==> config.mk <==
export PLATFORM = sky130hd
export DESIGN_NAME = pwm_generator
export DESIGN_NICKNAME = d
export VERILOG_FILES = /design/src/rtl/pwm_pkg.sv /design/src/rtl/pwm_generator_if.sv /design/src/rtl/pwm_period_counter.sv /design/src/rtl/pwm_generator.sv
export SDC_FILE = /design/constraint.sdc
export NUM_CORES = 1
export LEC_CHECK = 0
export ABC_AREA = 1
export ABC_CLOCK_PERIOD_IN_PS = 1650
export BUFFER_PORTS_ARGS = -buffer_cell sky130_fd_sc_hd__buf_2
export CAP_MARGIN = 0
export CORE_MARGIN = 3
export CORE_UTILIZATION = 55
export DETAILED_ROUTE_END_ITERATION = 16
export HOLD_SLACK_MARGIN = 0.02
export PLACE_DENSITY_LB_ADDON = 0.08
export SKIP_LAST_GASP = 1
export SYNTH_ARGS = -nofsm -noshare
export SYNTH_HDL_FRONTEND = slang
export SYNTH_SLANG_ARGS = --single-unit
==> constraint.sdc <==
create_clock -name clk -period 1.65 [get_ports clk]
set_input_delay 0.2475 -clock clk [delete_from_list [all_inputs] [get_ports clk]]
set_output_delay 0.2475 -clock clk [all_outputs]
set_load 0.01 [all_outputs]
==> src/rtl/pwm_pkg.sv <==
// Shared constants for the PWM generator: default counter width and the
// resulting period length in clocks.
package pwm_pkg;

  localparam int CNT_W_DEFAULT = 8;
  localparam int PWM_PERIOD    = 2 ** CNT_W_DEFAULT;

endpackage

==> src/rtl/pwm_generator_if.sv <==
// Timebase bus between the period counter and the duty/compare stage:
// the running count plus a one-cycle terminal-count strobe.
interface pwm_generator_if #(
  parameter int CNT_W = pwm_pkg::CNT_W_DEFAULT
);

  logic [CNT_W-1:0] cnt;
  logic             tc;

  modport master (output cnt, output tc);
  modport slave  (input cnt, input tc);

endinterface

==> src/rtl/pwm_period_counter.sv <==
// Free-running period counter; wraps naturally at 2^CNT_W and flags the
// last count of each period so the duty register can reload there.
module pwm_period_counter
  import pwm_pkg::*;
#(
  parameter int CNT_W = CNT_W_DEFAULT
) (
  input  logic           clk,
  input  logic           reset,
  pwm_generator_if.master bus
);

  logic [CNT_W-1:0] cnt;

  always_ff @(posedge clk or posedge reset) begin
    if (reset) begin
      cnt <= '0;
    end else begin
      cnt <= cnt + 1'b1;
    end
  end

  assign bus.cnt = cnt;
  assign bus.tc  = (cnt == {CNT_W{1'b1}});

endmodule

==> src/rtl/pwm_generator.sv <==
// Registered PWM: the duty value is captured only at the period boundary, so
// a period already in progress always finishes with its original duty.
module pwm_generator
  import pwm_pkg::*;
#(
  parameter int CNT_W = CNT_W_DEFAULT
) (
  input  logic             clk,
  input  logic             reset,
  input  logic [CNT_W-1:0] PWM_ontime,
  output logic             PWM_out
);

  pwm_generator_if #(.CNT_W(CNT_W)) cnt_bus ();

  pwm_period_counter #(.CNT_W(CNT_W)) u_period_counter (
    .clk   (clk),
    .reset (reset),
    .bus   (cnt_bus.master)
  );

  logic [CNT_W-1:0] duty_act;
  logic             pwm_next;

  // Compare against the held duty only; PWM_ontime never reaches the output path.
  assign pwm_next = (cnt_bus.cnt < duty_act);

  always_ff @(posedge clk or posedge reset) begin
    if (reset) begin
      duty_act <= '0;
      PWM_out  <= 1'b0;
    end else begin
      if (cnt_bus.tc) begin
        duty_act <= PWM_ontime;
      end
      PWM_out <= pwm_next;
    end
  end

endmodule

==> out/summary.md <==
• run status: completed
• yosys synthesis warning count: 0
• Pwr Total: 662 uW
• type of the setup path with the least slack: reg2reg
• proportion of netlist area held by the largest area contributor: 0.483
• PostCTS Resize Cnt: 0
• Maximum Capacitance Violations: 0
• required time worst endpoint: 1.84 ns
• wire length of the first global-routing pass: 2500 um
• Cell Pwr Density: 680 mW/mm2
• horizontal extent of the die: 46.0 um
• depth of the worst register-to-register path: 6
• ratio of cells with drive above 1 in the final layout: 0.171
• Critical Path, Cell by Cell: ha_1 > nand2_1 > nor2_2 > buf_4 > nand3_1 > xor2_1
• relative slew slack: 0.581
• CTS clock-pin slew for the worst setup and hold paths: 0.10 ns
• antenna cell count: 0
• core outline area: 0.00140 mm2
• HPWL Detailed: 1140 um
• largest net degree at the start of global routing: 18
• antenna violations before repair: 0
• TritonCTS clock tree: yes
• path category of the worst min-delay check: in2async
• via/cell ratio: 4.97
• post-synthesis register bit count: 17
• maximum clock insertion buffer count: 2
• post-synthesis instance area: 881 um2
• top library cells by usage in the layout, fill and taps aside: 30 x sky130_fd_sc_hd__nand2_1, 17 x sky130_fd_sc_hd__dfrtp_1, 15 x sky130_fd_sc_hd__inv_1
• y dimension of the die: 46.0 um
• fraction of the yosys area taken by sequential cells: 0.483
• post-cts hold buffer count: 0
• unique cell type count in the Yosys netlist: 14
• largest delay contributor family on the critical path: flip-flops
• Max IR drop VDD: 0.548 mV
• static power due to leakage: 0.564 nW
• routability-driven placement congestion ratio: 0.727
• area growth from synthesis to layout: 10.5%
• clock insertion delay at the later pin of the skew report: 0.29 ns
• count of fill cells added during filler insertion: 119
• DRC violations left: 0
• launch point of the worst reg-to-reg path: u_period_counter.bus.cnt[0]
• via count: 626
• number of buffers and inverters on the critical path: 1
• worst-margin pin slew: 0.629 ns
• Critical Path Start Type: flop
• worst endpoint data arrival time: 1.49 ns
• sum of overflow across all layers after global routing: 0
• setup slack of the most critical reg-to-reg path: 0.35 ns
• Final Max Tran Viols: 0
• number of endpoints with negative hold slack in the final report: 0
• net count after synthesis: 115
• Synth Instances: 97
• final critical path time including I/O delays and setup: 1.30 ns
• site row count: 13
• crit share post-route: 0.789
• maximum operating frequency: 768 MHz
• CTS root buffer: sky130_fd_sc_hd__clkbuf_4
• post-synthesis average cell area: 9.08 um2
• accumulated negative setup slack: 0 ns
• I/O pin count: 11
• commonest non-fill, non-tap cell in the layout: sky130_fd_sc_hd__nand2_1
• number of global-route vias before repair: 599
• CTS sink cnt: 17
• reg-to-reg endpoint: u_period_counter.bus.cnt[6]
• final count of negative-setup-slack endpoints: 0
• # Post-CTS Setup Buffers: 0
• number of DRC markers in iteration 0: 4
• main area contributors after synthesis: sky130_fd_sc_hd__dfrtp_1 48%, sky130_fd_sc_hd__nand2_1 13%, sky130_fd_sc_hd__ha_1 11%
• fin nets: 130
• critical path's largest stage delay: 0.38 ns
• post-detailed-routing wire length: 1450 um
• final worst clock skew: 0.00240 ns
• capturing element type of the critical path: flop
• RSZ-0062 raised after global routing: no
• crit-path max FO: 10
• Initial Utilization: 0.630
• antenna-violating nets left: 0
• library cell with the largest summed area after synthesis: sky130_fd_sc_hd__dfrtp_1
• number of port buffers: 10
• cell with the largest stage delay on the worst path: sky130_fd_sc_hd__dfrtp_1
• Total Die Area: 0.00212 mm2
• final cell utilization of the core: 0.696
• Clock H-tree levels: 1
• global router's overall resource usage: 0.172
• number of clock buffers inserted by TritonCTS: 3
• wire length per cell: 11.5 um
• 1st-pass router iterations: 4
worst max-delay path by stage:
stage,cells past startpoint,endpoint,slack [ns],from
after global routing,6,u_period_counter.bus.cnt[6],0.26,u_period_counter.bus.cnt[1]
after floorplan,6,u_period_counter.bus.cnt[6],0.47,u_period_counter.bus.cnt[1]
final,6,u_period_counter.bus.cnt[6],0.35,u_period_counter.bus.cnt[0]
after global placement,6,u_period_counter.bus.cnt[6],0.42,u_period_counter.bus.cnt[1]
after detailed placement,6,u_period_counter.bus.cnt[6],0.36,u_period_counter.bus.cnt[0]
after CTS,6,u_period_counter.bus.cnt[6],0.35,u_period_counter.bus.cnt[0]
metrics by stage:
| step | cell area, um2 | setup slack [ns] | hold WS (ns) | instances |
|---|---|---|---|---|
| 3_3_place_gp | 946 | 0.420 | 0.349 | 122 |
| 6_report | 973 | 0.348 | 0.0154 | 126 |
| 4_1_cts | 973 | 0.354 | 0.0279 | 126 |
| 2_1_floorplan | 881 | 0.472 | 0.174 | 97 |
| 3_5_place_dp | 946 | 0.362 | 0.358 | 122 |
| 5_1_grt | 973 | 0.259 | 0.0540 | 126 |
worst reg2reg max path, delay by kind of cell, from the launching register on:
kind | cells | cell delay (ns)
fa+ha+maj | 1 | 0.19
buf+inv | 1 | 0.18
simple gates | 3 | 0.29
xor+xnor | 1 | 0.15
flops | 1 | 0.38
logic make-up (layout without fill, tap and decap cells):
| group | after synthesis | in the layout | share of synthesized area |
|---|---|---|---|
| buffers and inverters | 16 | 30 | 0.0767 |
| DFF | 17 | 17 | 0.483 |
| xor gates and xnor gates | 5 | 5 | 0.0497 |
| AOI/OAI and AO/OA | 5 | 5 | 0.0284 |
| and+or+nand+nor | 46 | 46 | 0.249 |
| adders and majority gates | 8 | 8 | 0.114 |
power by group:
part           leakage [nW]  internal, mW  switching (mW)
combinational         0.370       0.00756          0.0105
clock                0.0177        0.0902           0.137
sequential            0.176         0.416               0
flip-flops by register name, indices dropped and copies added (netlist names):
name / flops
u_period_counter.bus.cnt: 8
duty_act: 8
PWM_out: 1
per-layer routing:
layer | GRT usage | vias up | share of wire
li1 | - | 333 | -
met5 | 0 | - | 0
met4 | 0.119 | 0 | 0.023
met1 | 0.246 | 278 | 0.52
met3 | 0.0237 | 4 | 0.035
met2 | 0.236 | 11 | 0.42
synth_stat cells:
cell,number
sky130_fd_sc_hd__nand2_1,30
sky130_fd_sc_hd__dfrtp_1,17
sky130_fd_sc_hd__inv_1,15
sky130_fd_sc_hd__nand3_1,11
sky130_fd_sc_hd__ha_1,8
sky130_fd_sc_hd__xor2_1,5
sky130_fd_sc_hd__a21oi_1,4
sky130_fd_sc_hd__buf_6,1
sky130_fd_sc_hd__nand4_2,1
sky130_fd_sc_hd__nor2_1,1
sky130_fd_sc_hd__nor2_2,1
sky130_fd_sc_hd__nor3_4,1
sky130_fd_sc_hd__nor3b_2,1
sky130_fd_sc_hd__o21ai_0,1
layout make-up:
cell class	instances	area (um2)	share of cell area
sequential	17	425	0.437
multi-input combinational	64	388	0.398
inverter	15	56.3	0.0578
clock inverter	1	5.00	0.00514
tap	15	18.8	0.0193
clock buffer	3	22.5	0.0231
timing repair buffer	11	57.6	0.0591
Power figures use the tool's default switching activity.
